[config.mk]
export PLATFORM = sky130hd
export DESIGN_NAME = shift_seq_flat
export DESIGN_NICKNAME = d
export VERILOG_FILES = /design/src/rtl/shift_seq_if.sv /design/src/rtl/shift_seq.sv /design/src/flat_wrapper.sv
export SDC_FILE = /design/constraint.sdc
export NUM_CORES = 1
export LEC_CHECK = 0
export ABC_CLOCK_PERIOD_IN_PS = 2400
export CORE_MARGIN = 5
export CORE_UTILIZATION = 45
export CTS_CLUSTER_DIAMETER = 150
export CTS_CLUSTER_SIZE = 28
export DETAILED_ROUTE_END_ITERATION = 6
export PLACE_DENSITY_LB_ADDON = 0.25
export RECOVER_POWER = 100
export SETUP_SLACK_MARGIN = 0.05
export SLEW_MARGIN = 20
export SYNTH_ARGS = -nofsm -noshare
export SYNTH_HDL_FRONTEND = slang
export SYNTH_SLANG_ARGS = --single-unit
[constraint.sdc]
create_clock -name c -period 2.4 [get_ports c]
set_input_delay 0.48 -clock c [delete_from_list [all_inputs] [get_ports c]]
set_output_delay 0.48 -clock c [all_outputs]
set_load 0.005 [all_outputs]
[src/rtl/shift_seq_if.sv]
// Command-side bus of the shift-register sequencer.
// Handshake: a command transfers on a rising clock edge where cmd_valid and
// cmd_ready are both high. cmd_ready is high only while the sequencer is idle.
// A requester may hold cmd_valid high for as long as it likes. Commands offered
// while cmd_ready is low are not stored, and nothing is queued.
interface shift_seq_if #(
  parameter int W  = 8,
  parameter int CW = 3
);
  logic          cmd_valid;
  logic          cmd_ready;
  logic [2:0]    cmd_op;
  logic [CW-1:0] cmd_amt;
  logic [W-1:0]  cmd_data;
  logic          cmd_fill;

  modport master (
    output cmd_valid, cmd_op, cmd_amt, cmd_data, cmd_fill,
    input  cmd_ready
  );

  modport slave (
    input  cmd_valid, cmd_op, cmd_amt, cmd_data, cmd_fill,
    output cmd_ready
  );
endinterface

[src/rtl/shift_seq.sv]
// Sequencer for an external W-bit universal shift register with mode pins {l,r}:
// 00 hold, 01 up, 10 down, 11 parallel load.
// One command is taken per handshake. The sequencer drives the mode, data and
// serial pins for as many cycles as the command needs. It then captures q into
// res and pulses done.
// The current FSM state is exported on state_dbg.
module shift_seq #(
  parameter int W  = 8,
  parameter int CW = 3
) (
  input  logic           c,
  input  logic           nrst,
  shift_seq_if.slave     cmd,
  output logic           sh_l,
  output logic           sh_r,
  output logic [W-1:0]   sh_d,
  output logic           sh_i,
  input  logic [W-1:0]   sh_q,
  output logic           busy,
  output logic           done,
  output logic [W-1:0]   res,
  output logic           res_valid,
  output logic [1:0]     state_dbg
);

  localparam logic [2:0] OP_LOAD = 3'b001;
  localparam logic [2:0] OP_SHU  = 3'b010;
  localparam logic [2:0] OP_SHD  = 3'b011;
  localparam logic [2:0] OP_ROTU = 3'b100;
  localparam logic [2:0] OP_ROTD = 3'b101;
  localparam logic [2:0] OP_CLR  = 3'b110;

  typedef enum logic [1:0] {
    S_IDLE  = 2'd0,
    S_LOAD  = 2'd1,
    S_SHIFT = 2'd2,
    S_DONE  = 2'd3
  } state_t;

  state_t        state;
  logic [CW-1:0] cnt;
  logic [2:0]    op_q;
  logic          fill_q;
  logic          ready;

  assign ready         = (state == S_IDLE);
  assign cmd.cmd_ready = ready;
  assign busy          = ~ready;
  assign state_dbg     = state;

  // Control FSM. The mode and data pins are registered, so they are set on the edge that enters each state.
  always_ff @(posedge c or negedge nrst) begin
    if (!nrst) begin
      state     <= S_IDLE;
      sh_l      <= 1'b0;
      sh_r      <= 1'b0;
      sh_d      <= '0;
      cnt       <= '0;
      op_q      <= 3'b000;
      fill_q    <= 1'b0;
      done      <= 1'b0;
      res       <= '0;
      res_valid <= 1'b0;
    end else begin
      case (state)
        S_IDLE: begin
          if (cmd.cmd_valid) begin
            op_q      <= cmd.cmd_op;
            fill_q    <= cmd.cmd_fill;
            res_valid <= 1'b0;
            case (cmd.cmd_op)
              OP_LOAD, OP_CLR: begin
                state <= S_LOAD;
                sh_l  <= 1'b1;
                sh_r  <= 1'b1;
                sh_d  <= (cmd.cmd_op == OP_CLR) ? '0 : cmd.cmd_data;
              end
              OP_SHU, OP_ROTU: begin
                if (cmd.cmd_amt != '0) begin
                  state <= S_SHIFT;
                  cnt   <= cmd.cmd_amt;
                  sh_r  <= 1'b1;
                end else begin
                  state <= S_DONE;
                  done  <= 1'b1;
                end
              end
              OP_SHD, OP_ROTD: begin
                if (cmd.cmd_amt != '0) begin
                  state <= S_SHIFT;
                  cnt   <= cmd.cmd_amt;
                  sh_l  <= 1'b1;
                end else begin
                  state <= S_DONE;
                  done  <= 1'b1;
                end
              end
              default: begin
                state <= S_DONE;
                done  <= 1'b1;
              end
            endcase
          end
        end
        S_LOAD: begin
          state <= S_DONE;
          sh_l  <= 1'b0;
          sh_r  <= 1'b0;
          sh_d  <= '0;
          done  <= 1'b1;
        end
        S_SHIFT: begin
          cnt <= cnt - CW'(1);
          if (cnt == CW'(1)) begin
            state <= S_DONE;
            sh_l  <= 1'b0;
            sh_r  <= 1'b0;
            done  <= 1'b1;
          end
        end
        S_DONE: begin
          state     <= S_IDLE;
          done      <= 1'b0;
          res       <= sh_q;
          res_valid <= 1'b1;
        end
        default: begin
          state <= S_IDLE;
          sh_l  <= 1'b0;
          sh_r  <= 1'b0;
          sh_d  <= '0;
          done  <= 1'b0;
        end
      endcase
    end
  end

  // The serial input is driven only while shifting. Rotates feed back the bit that is leaving the register.
  always_comb begin
    sh_i = 1'b0;
    if (state == S_SHIFT) begin
      case (op_q)
        OP_ROTU: sh_i = sh_q[W-1];
        OP_ROTD: sh_i = sh_q[0];
        default: sh_i = fill_q;
      endcase
    end
  end

endmodule
[src/flat_wrapper.sv]
// flat-port wrapper written by rule: the top's interface ports become plain ports
module shift_seq_flat 
#(
  parameter int W  = 8,
  parameter int CW = 3
)
  (c, nrst, sh_l, sh_r, sh_d, sh_i, sh_q, busy, done, res, res_valid, state_dbg, cmd_cmd_valid, cmd_cmd_op, cmd_cmd_amt, cmd_cmd_data, cmd_cmd_fill, cmd_cmd_ready);
  shift_seq_if #(.W(W), .CW(CW)) cmd_i ();
  input  logic c;
  input  logic nrst;
  output logic sh_l;
  output logic sh_r;
  output logic [W-1:0] sh_d;
  output logic sh_i;
  input  logic [W-1:0] sh_q;
  output logic busy;
  output logic done;
  output logic [W-1:0] res;
  output logic res_valid;
  output logic [1:0] state_dbg;
  input wire logic [$bits(cmd_i.cmd_valid)-1:0] cmd_cmd_valid;
  input wire logic [$bits(cmd_i.cmd_op)-1:0] cmd_cmd_op;
  input wire logic [$bits(cmd_i.cmd_amt)-1:0] cmd_cmd_amt;
  input wire logic [$bits(cmd_i.cmd_data)-1:0] cmd_cmd_data;
  input wire logic [$bits(cmd_i.cmd_fill)-1:0] cmd_cmd_fill;
  output wire logic [$bits(cmd_i.cmd_ready)-1:0] cmd_cmd_ready;
  assign cmd_i.cmd_valid = cmd_cmd_valid;
  assign cmd_i.cmd_op = cmd_cmd_op;
  assign cmd_i.cmd_amt = cmd_cmd_amt;
  assign cmd_i.cmd_data = cmd_cmd_data;
  assign cmd_i.cmd_fill = cmd_cmd_fill;
  assign cmd_cmd_ready = cmd_i.cmd_ready;
  shift_seq #(.W(W), .CW(CW)) u_core (.c(c), .nrst(nrst), .cmd(cmd_i), .sh_l(sh_l), .sh_r(sh_r), .sh_d(sh_d), .sh_i(sh_i), .sh_q(sh_q), .busy(busy), .done(done), .res(res), .res_valid(res_valid), .state_dbg(state_dbg));
endmodule
# Word-level counts from Yosys, hierarchy flattened
# Cells that the tools add are included.
[op_classes] mul=0 bitwise_logic=1 n_reduce_logical=18 muxes=30 div_mod_pow=0 order_cmp=0 shift=0 n_eq_ne=23 addsub=1
[op_table] op="8-bit 2-to-1 mux" count=3
[op_table] op="8-bit one-hot mux with 2 select lines" count=1
[op_table] op="3-bit equality test (second input constant)" count=5
[op_table] op="3-bit != test (second input constant)" count=5
[op_table] op="1-bit 2-to-1 mux" count=10
[op_table] op="2-bit != test (second input constant)" count=5
[op_table] op="1-bit one-hot mux with 2 select lines" count=5
[op_table] op="5-bit AND reduction" count=2
[op_table] op="3-bit 2-to-1 mux" count=3
[op_table] op="2-bit one-hot mux with 4 select lines" count=1
[op_table] op="4-bit AND reduction" count=2
[op_table] op="3-bit by 1-bit equality test with 1-bit output (second input constant)" count=2
[op_table] op="3-bit by 2-bit equality test with 1-bit output (second input constant)" count=2
[op_table] op="1-bit one-hot mux with 3 select lines" count=2
[op_table] op="3-bit one-hot mux with 2 select lines" count=1
[op_table] op="2-bit AND reduction" count=3
[op_table] op="2-bit nonzero test" count=3
[op_table] op="3-bit nonzero test" count=2
[op_table] op="2-bit OR reduction" count=3
[op_table] op="2-bit equality test (second input constant)" count=2
[op_table] op="2-bit 2-to-1 mux" count=2
[op_table] op="1-bit one-hot mux with 4 select lines" count=1
[op_table] op="2-bit one-hot mux with 2 select lines" count=1
[op_table] op="4-bit OR reduction" count=1
[op_table] op="6 further kinds" count=6
[totals] reg_bits=29 mem_bits_ro=0 ram_bits=0 word_cells=83 latch_bits=0 memories=0

# Logic depth before layout (Yosys ltp)
# Gate-level depths: netlist of run 1.
[logic_depth] depth_word=5 ltp_mapped=7 ltp_nobuf=6

# Worst setup path after synthesis of run 1
# Ideal clock, no wire load.
[synth_timing] kind="reg2reg" start="reg u_core.state[0] (netlist: u_core.state_dbg[0])" end="reg u_core.cnt[0]" path_stages_with_launch=8 t_arrival_ns=1.667 n_path_buf=1 path_slack_ns=0.608 setup_time_ns=0.124 path_cell_list="dfrtp_1 > inv_1 > ha_1 > nand2_1 > buf_2 > or4_1 > a21oi_1 > a2bb2oi_1"
[synth_via] elab_chain_len=3 elab_cells_between_ends=8 cone_classes="eq/ne (4); mux (1); reduce/logical (3)"
[synth_rtl] item="start, declared" line_no="shift_seq.sv:40" text="state_t state;"
[synth_rtl] item="start signal, assigned" line_no="shift_seq.sv:54" text="state <= S_IDLE;"
[synth_rtl] item="start signal, assigned" line_no="shift_seq.sv:73" text="state <= S_LOAD;"
[synth_rtl] item="start signal, assigned" line_no="shift_seq.sv:80" text="state <= S_SHIFT;"
[synth_rtl] item="2-bit logical NOT (*)"
[synth_rtl] item="named net cmd_cmd_ready" line_no="flat_wrapper.sv:26" text="output wire logic [$bits(cmd_i.cmd_ready)-1:0] cmd_cmd_ready;"
[synth_rtl] item="2-bit != test (no source line) or 2-bit nonzero test (tied branches)"
[synth_rtl] item="4-bit AND reduction (no source line)"
[synth_rtl] item="end signal, assigned" line_no="shift_seq.sv:81" text="cnt <= cmd.cmd_amt;"
[synth_rtl] item="end signal, assigned" line_no="shift_seq.sv:91" text="cnt <= cmd.cmd_amt;"
[synth_rtl] item="end signal, assigned" line_no="shift_seq.sv:113" text="cnt <= cnt - CW'(1);"
[synth_rtl] item="end, declared" line_no="shift_seq.sv:41" text="logic [CW-1:0] cnt;"
# The timed path passes the listed nets; every way through them passes the cells marked *.
# A chain may end at the register's enable or synchronous reset.

# Final worst setup path of run 1
[layout_timing] start="reg u_core.state[1] (netlist: u_core.state_dbg[1])" end="out cmd_cmd_ready"
[layout_via] elab_chain_len=1
[layout_rtl] item="2-bit logical NOT" line_no="shift_seq.sv:46" text="assign ready = (state == S_IDLE);"
[layout_rtl] item="end, declared" line_no="flat_wrapper.sv:26"
# Every way passes these cells.

==> out/results.ini, run 1 <==
[status]
outcome = finished, violations left
violations = max-capacitance violations, max-slew violations

[layout]
layout-drive-gt1-share_pct = 10.4
final_cell_mix = dfrtp_1, dlygate4sd3_1, clkdlybuf4s50_1, nand2_1, mux2_2
postLayoutCoreUtil_pct = 63.9
layout_commonest_cell = dfrtp_1
nets = 233
n_antenna_cell = 0
fin_area_sq_mm = 0.00210
syn_to_final_growth_pct = 39.6

[setup_path]
crit_path_start_kind = register
cp-end-kind = output port
crit_arrival_ns = 1.71
r2r_setup_slack_ns = 0.46
worstSetupPathType = reg2out
cp_max_fo = 6
crit_required_ns = 1.92

[cts]
cts.clk_slew.worst_paths_ns = 0.10
tritoncts = built
ctsLongestPathBuffers = 2
cts-root-buf = clkbuf_4
htree_num_levels = 2
holdBufCountCts = 0
cts_sinks = 29
cts_made_buffers = 5
clock_latency_ns = 0.32

[placed_design]
pre_cts_ws_ns = 0.0920
place_area_sq_mm = 0.00206
gp_congestion = 0.809
io_buffers = 50
post-dp-hpwl_um = 2840

[floorplanning]
die_area_sq_mm = 0.00460
io_pins = 51
core_sq_mm = 0.00328
initial_core_util_pct = 45.8
row_count = 21
die_y_um = 67.8
die_w_um = 67.8

[global_route]
antenna_found_initial = 0
grt_start_max_net_pins = 30
grt_pass1_vias = 1381
overflow = 0
grt_pass1_wl_um = 6310
track_usage_pct = 18.6

[drt]
drt_wl_total_um = 3720
antenna_left = 0
viasPerCell = 5.29
drt_pre_antenna_iters = 4
num_vias = 1307
drc = 0
drt_iter0_drc = 88
wire_per_inst_um = 15.0

[sta]
fin_ws_ns = 0.211
setup_viol = 0
hold_viol = 0
relSlewSlack_pct = -3.49
drv_slew = 30
finalCriticalPeriod_ns = 2.19
worst_pin_slew_ns = 1.55
finClkSkew_ns = 0.00939
fmax_mhz = 457
fin_setup_tns_ns = 0
fin_crit_sh_pct = 91.2
rsz0062_at_grt = no

[power]
p_total_uw = 2340
static-leakage-power_uw = 0.000938
p_per_area_mw_per_mm2 = 1110
peakVddDrop_uv = 564

[synth]
synth_area_sq_mm = 0.00150
synth_top_area_share_pct = 48.3
syn_inst = 145
ys_seq_area_share_pct = 48.3
synth_area_leader_cell = dfrtp_1
ys_ff_latch = 29
avgSynthCellArea_sq_um = 10.4
synthesis.nets = 177
yosys_warnings = 0
synth_area_leaders = dfrtp_1, mux2_2, ha_1
post_synth_num_cell_types = 38

[flow_run]
cap_violations = 1

[worst_hold_path]
min_path_type = reg2reg

==> stage by stage <==
stage	cells	hold slack [ns]
final	247	0.491
after global routing	247	0.530
after CTS	247	0.492
after detailed placement	239	0.471
after global placement	239	0.463
after floorplan	145	0.184
==> report_power, final <==
part           switching (uW)  internal (uW)
Combinational             564            646
Clock                     163            138
Sequential                122            702
Total                     849           1490
==> cells by family after synthesis <==
group                    share of synthesized area [%]
XOR/XNOR                                          1.75
AO/OA/AOI/OAI                                     15.3
buffers and inverters                             4.49
multiplexers                                      11.6
flip-flops                                        48.3
AND/OR/NAND/NOR                                   13.6
adder cells (fa/ha/maj)                           4.99
==> final timing paths <==
path                                          start        endpoint  depth (start not counted)
worst max-delay path            u_core.state_dbg[1]   cmd_cmd_ready                          3
worst min-delay path                 u_core.op_q[2]  u_core.op_q[2]                          2
worst max register to register  u_core.state_dbg[1]  u_core.sh_d[4]                          7
worst min register to register       u_core.op_q[2]  u_core.op_q[2]                          2
max in group asynchronous                      nrst  u_core.op_q[0]                          2
min in group asynchronous                      nrst   u_core.fill_q                          2
==> cell usage after synthesis (all sizes together) <==
master / instances
and3b: 1
nor3b: 1
or3: 2
mux2: 12
xor2: 1
mux2i: 4
a31oi: 3
o31a: 1
ha: 6
o2111a: 1
nand2: 14
o31ai: 2
nor2b: 2
o21bai: 1
a21oi: 8
dfrtp: 29
o32ai: 1
nor2: 7
xnor2: 2
a211oi: 3
nor3: 2
nand3: 8
o22ai: 1
o21ai: 10
or4b: 1
o211ai: 1
or4: 1
clkinv: 1
a2bb2oi: 1
o41ai: 1
nand2b: 1
a21o: 1
clkbuf: 1
inv: 10
buf: 4
==> what timing repair did <==
item	in CTS	in global routing
setup buffers	1	0
gates resized for setup	2	0
endpoints found under the setup margin	1	0
hold endpoints to repair	0	0
==> area by class of cell <==
cell class	instances	area [sq um]
Clock buffer	7	55.1
Sequential cell	29	726
Timing Repair Buffer	54	514
Inverter	11	41.3
Tap cell	46	57.6
Multi-Input combinational cell	100	706
Fill cell	281	1180
==> critical path, stage by stage, from the launching register on <==
cell and delay, ns:
dfrtp_1 0.44, inv_1 0.10, ha_1 0.25, dlygate4sd3_1 0.60
==> routing by layer <==
metal	up-vias	global-route usage, %	wire length (um)
li1	626	-	-
met1	630	21.2	1510
met2	43	31.0	1830
met3	8	8.37	302
met5	-	0	0
met4	0	5.96	70
==> registers in the layout, summed over array words and instances, names as in the netlist <==
signal and count:
u_core.cnt 3, u_core.done 1, u_core.fill_q 1, u_core.op_q 3, u_core.res 8, u_core.res_valid 1
u_core.sh_d 8, u_core.sh_l 1, u_core.sh_r 1, u_core.state_dbg 2
Note: power is estimated with default switching activity, not from simulation.
==> run 2: changes to the inputs <==
--- a/config.mk
+++ b/config.mk
@@ -6,15 +6,12 @@
 export NUM_CORES = 1
 export LEC_CHECK = 0
 export ABC_CLOCK_PERIOD_IN_PS = 2400
-export CORE_MARGIN = 5
 export CORE_UTILIZATION = 45
 export CTS_CLUSTER_DIAMETER = 150
-export CTS_CLUSTER_SIZE = 28
 export DETAILED_ROUTE_END_ITERATION = 6
 export PLACE_DENSITY_LB_ADDON = 0.25
 export RECOVER_POWER = 100
 export SETUP_SLACK_MARGIN = 0.05
-export SLEW_MARGIN = 20
 export SYNTH_ARGS = -nofsm -noshare
 export SYNTH_HDL_FRONTEND = slang
 export SYNTH_SLANG_ARGS = --single-unit
==> run 2 against run 1 <==
Design area is 0.66% higher. Largest power group unchanged. Sequential cell count stayed put. Register-to-register slack better by 0.05 ns. Worst setup slack worse by 0.10 ns. The flow still finishes with violations (max-capacitance violations, max-slew violations). Largest cell class unchanged. Core utilization is 4.2 points higher. Total power is 1.2% higher. Global-route usage is 2.7 points higher.
==> out/results.ini, run 2 (synthesis gave the netlist of run 1 again) <==
[setup_path]
r2r_end = u_core.sh_d[6]
cpMaxStageDelayCell = clkdlybuf4s50_1
crit_required_ns = 1.92
slowest_delay_ns = 0.53
cp_cell_sequence = inv_1 > ha_2 > inv_2 > a211oi_2 > clkdlybuf4s50_1
r2r_setup_slack_ns = 0.51
ff2ff_path_depth = 6
crit_arrival_ns = 1.81
crit_path_end = sh_i
crit_path_start_kind = register
worstSetupPathType = reg2out
worstReg2RegStart = u_core.state_dbg[1]
critPathLaunch = u_core.state_dbg[0]
cp_max_fo = 6
cp-end-kind = output port

[cts]
cts_sinks = 29
cts.clk_slew.worst_paths_ns = 0.09
ctsLongestPathBuffers = 2
tritoncts = built
holdBufCountCts = 0
htree_num_levels = 2
cts_made_buffers = 5
cts-root-buf = clkbuf_4
clock_latency_ns = 0.32

[layout]
top_regs = u_core.res: 8 flops, u_core.sh_d: 8 flops
layout_commonest_cell = dfrtp_1
fin_area_sq_mm = 0.00211
n_fill_cell = 280
n_antenna_cell = 0
nets = 233
postLayoutCoreUtil_pct = 68.1
syn_to_final_growth_pct = 40.5
layout-drive-gt1-share_pct = 13.4
final_cell_mix = dfrtp_1, clkdlybuf4s50_1, dlygate4sd3_1, nand2_1, mux2_2

[placed_design]
io_buffers = 50
pre_cts_ws_ns = 0.110
gp_congestion = 0.789
post-dp-hpwl_um = 2560
place_area_sq_mm = 0.00206

[global_route]
grt_pass1_wl_um = 5520
grt_start_max_net_pins = 30
overflow = 0
antenna_found_initial = 0
grt_pass1_vias = 1272
track_usage_pct = 21.3

[sta]
fmax_mhz = 437
setup_viol = 0
fin_crit_sh_pct = 95.4
fin_ws_ns = 0.111
relSlewSlack_pct = -2.79
worst_pin_slew_ns = 1.54
finalCriticalPeriod_ns = 2.29
finClkSkew_ns = 0.00920
drv_slew = 30
fin_setup_tns_ns = 0
hold_viol = 0
rsz0062_at_grt = no

[drt]
antenna_left = 0
wire_per_inst_um = 13.9
drt_iter0_drc = 43
viasPerCell = 5.20
drc = 0
num_vias = 1273
drt_wl_total_um = 3410
drt_pre_antenna_iters = 4

[floorplanning]
die_w_um = 59.8
io_pins = 51
initial_core_util_pct = 48.5
die_area_sq_mm = 0.00358
core_sq_mm = 0.00310
row_count = 20
die_y_um = 59.8

[power]
combPwrFrac_pct = 52.5
pwr-share-seq_pct = 34.7
static-leakage-power_uw = 0.000936
p_per_area_mw_per_mm2 = 1120
p_total_uw = 2360
p_clk_share_pct = 12.8
switching_share_pct = 36.1
p_int_uw = 1510
peakVddDrop_uv = 602
p_sw_uw = 854

[status]
outcome = finished, violations left
violations = max-capacitance violations, max-slew violations

[worst_hold_path]
min_from = u_core.op_q[2]
min_path_type = reg2reg

[flow_run]
cap_violations = 1

## run 2: timing repair
action / in CTS / in global routing
buffers inserted: 1 / 0
gates cloned: 0 / 0
setup endpoints to repair: 2 / 2
gates resized for setup: 2 / 3
## run 2: worst min-delay path by stage
| stage | to | slack, ns | depth (start not counted) |
|---|---|---|---|
| 5_1_grt | u_core.res[4] | 0.53 | 1 |
| 6_report | u_core.op_q[2] | 0.49 | 2 |
| 3_3_place_gp | u_core.op_q[2] | 0.46 | 2 |
| 2_1_floorplan | u_core.cnt[0] | 0.18 | 0 |
| 3_5_place_dp | u_core.op_q[2] | 0.48 | 2 |
| 4_1_cts | u_core.op_q[2] | 0.50 | 2 |
## run 2: worst max-delay path: cells and delay by family (launching register included)
kind	cells	cell delay (ns)
adders and majority gates	1	0.24
AOI/OAI and AO/OA	1	0.15
DFF	1	0.39
buffers and inverters	3	0.70
## run 2: through the flow
| step | hold WS (ns) | cells |
|---|---|---|
| 2_1_floorplan | 0.184 | 145 |
| 3_3_place_gp | 0.461 | 237 |
| 3_5_place_dp | 0.476 | 237 |
| 4_1_cts | 0.496 | 245 |
| 5_1_grt | 0.533 | 245 |
| 6_report | 0.490 | 245 |
## run 2: routing by layer
layer	share of wire, %	vias up	global-route usage (%)	wire length [um]
li1	-	629	-	-
met1	43	598	25.3	1460
met2	50	39	35.1	1700
met3	5.5	7	5.84	186
met4	1.8	0	11.0	62
met5	0	-	0	0
## run 2: power by group through the flow
stage                     combinational (uW)  clock (uW)  sequential [uW]
after global placement                  1230           0              833
after CTS                               1310         311              834
after floorplan                          700           0              836
after global routing                    1370         329              848
after detailed placement                1280           0              850
final                                   1240         302              821
## run 2: final cells by class
class	count	area (sq um)	area share (%)
repair buffers	54	519	24.6
multi-input cells	100	716	33.9
flip-flops and latches	29	726	34.3
clock buffers	7	55.1	2.61
inverters	11	42.5	2.01
well taps	44	55.1	2.61
==> run 3: changes to the inputs <==
--- a/config.mk
+++ b/config.mk
@@ -6,11 +6,13 @@
 export NUM_CORES = 1
 export LEC_CHECK = 0
 export ABC_CLOCK_PERIOD_IN_PS = 2400
+export CAP_MARGIN = 20
 export CORE_UTILIZATION = 45
 export CTS_CLUSTER_DIAMETER = 150
 export DETAILED_ROUTE_END_ITERATION = 6
 export PLACE_DENSITY_LB_ADDON = 0.25
 export RECOVER_POWER = 100
+export REMOVE_ABC_BUFFERS = 1
 export SETUP_SLACK_MARGIN = 0.05
 export SYNTH_ARGS = -nofsm -noshare
 export SYNTH_HDL_FRONTEND = slang
==> run 3 against run 2 <==
The run ends with max-capacitance violations left. Global-route usage down 0.20 points. Clock power about the same. Core utilization down 0.081 points. Die area unchanged. Sequential power about the same. Cell count down 0.41%. Total power down 0.72%.
==> out/results.ini, run 3 (synthesis gave the netlist of run 1 again) <==
[cts]
tritoncts = built
htree_num_levels = 2
cts.clk_slew.worst_paths_ns = 0.10
ctsLongestPathBuffers = 2
cts_made_buffers = 5
cts-root-buf = clkbuf_4
cts_sinks = 29
clock_latency_ns = 0.32

[placed_design]
gp_congestion = 0.812
dpl.cell_count = 236
io_buffers = 50
post-dp-hpwl_um = 2480

[setup_path]
r2r_setup_slack_ns = 0.50
cp_max_fo = 6
crit_path_start_kind = register
ff2ff_path_depth = 6
crit_arrival_ns = 1.79
worstSetupPathType = reg2out
crit_required_ns = 1.92
r2r_end = u_core.sh_d[6]
worstReg2RegStart = u_core.state_dbg[1]
cp-end-kind = output port

[flow_run]
cap_violations = 1

[sta]
fin_setup_tns_ns = 0
worst_pin_slew_ns = 1.50
rsz0062_at_grt = yes
fmax_mhz = 440
setup_viol = 0
fin_crit_sh_pct = 94.7
drv_slew = 0
relSlewSlack_pct = 0.178
hold_viol = 0
finClkSkew_ns = 0.0136
finalCriticalPeriod_ns = 2.27

[floorplanning]
initial_core_util_pct = 48.5
io_pins = 51
die_area_sq_mm = 0.00358
die_y_um = 59.8
row_count = 20
die_w_um = 59.8
core_sq_mm = 0.00310

[power]
p_per_area_mw_per_mm2 = 1110
p_total_uw = 2350
p_sw_uw = 842
switching_share_pct = 35.9
p_clk_share_pct = 12.9
p_int_uw = 1510
pwr-share-seq_pct = 35.1
static-leakage-power_uw = 0.000932
combPwrFrac_pct = 52.1
peakVddDrop_uv = 541

[layout]
fin_cells = 244
top_regs = u_core.res: 8 flops, u_core.sh_d: 8 flops
nets = 232
final_cell_mix = dfrtp_1, clkdlybuf4s50_1, dlygate4sd3_1, nand2_1, mux2_2
syn_to_final_growth_pct = 40.3
layout_commonest_cell = dfrtp_1
n_antenna_cell = 0
layout-drive-gt1-share_pct = 12.5

[global_route]
grt_pass1_vias = 1206
antenna_found_initial = 0
track_usage_pct = 21.1
grt_pass1_wl_um = 5440
grt_start_max_net_pins = 30
overflow = 0

[drt]
drt_wl_total_um = 3260
drt_iter0_drc = 40
drc = 0
wire_per_inst_um = 13.3
viasPerCell = 5.21
num_vias = 1272
antenna_left = 0
drt_pre_antenna_iters = 5

[worst_hold_path]
hold_depth = 2
min_path_type = reg2reg
whs_endpoint = u_core.op_q[2]
min_from = u_core.op_q[2]

[status]
outcome = finished, violations left
violations = max-capacitance violations

[run 3: final cells by class]
| class | count | area (sq um) |
|---|---|---|
| fillers | 266 | 992 |
| multi-input cells | 100 | 721 |
| well taps | 44 | 55.1 |
| clock buffers | 7 | 55.1 |
| flip-flops and latches | 29 | 726 |
| repair buffers | 53 | 512 |
| inverters | 11 | 42.5 |
[run 3: worst max path at each step]
stage,startpoint,end,slack [ns],cells past startpoint
after detailed placement,sh_q[0],sh_i,0.12,4
after global routing,u_core.state_dbg[0],sh_i,0.04,5
final,u_core.state_dbg[0],sh_i,0.13,5
after global placement,sh_q[0],sh_i,0.12,4
after floorplan,u_core.state_dbg[0],u_core.cnt[0],0.61,6
after CTS,u_core.state_dbg[0],sh_i,0.04,5
[run 3: critical path, stage by stage (launching register included)]
cell             delay (ns)
dfrtp_1                0.40
inv_1                  0.12
ha_4                   0.18
inv_2                  0.07
a211oi_1               0.16
clkdlybuf4s50_1        0.53
[run 3: what timing repair did]
action                     CTS  global route
hold buffers                 0             0
gates cloned                 0             0
pin swaps                    0             0
setup endpoints to repair    2             2
resized for setup            2             3
buffers inserted             1             0
[run 3: metal layers]
metal  track usage (%)  vias up  part of all wire, %
met5                 0        -                    0
met4              8.97        0                  1.6
met3              7.79        5                  7.7
met2              32.2       43                   47
met1              26.8      604                   44
li1                  -      620                    -
[run 3: through the flow]
stage	hold WS, ns	setup slack (ns)	util [%]	instance area, sq um
after global routing	0.525	0.0385	68.0	2110
after global placement	0.470	0.121	66.0	2050
after detailed placement	0.473	0.119	66.0	2050
after CTS	0.491	0.0400	68.1	2110
after floorplan	0.184	0.606	-	1480
final	0.484	0.126	68.0	2110
[run 3: power by group through the flow]
stage                     sequential [uW]  combinational, uW  clock (uW)
after floorplan                       836                690           0
after global placement                834               1220           0
after detailed placement              850               1250           0
after CTS                             833               1290         307
after global routing                  857               1360         328
final                                 823               1220         302
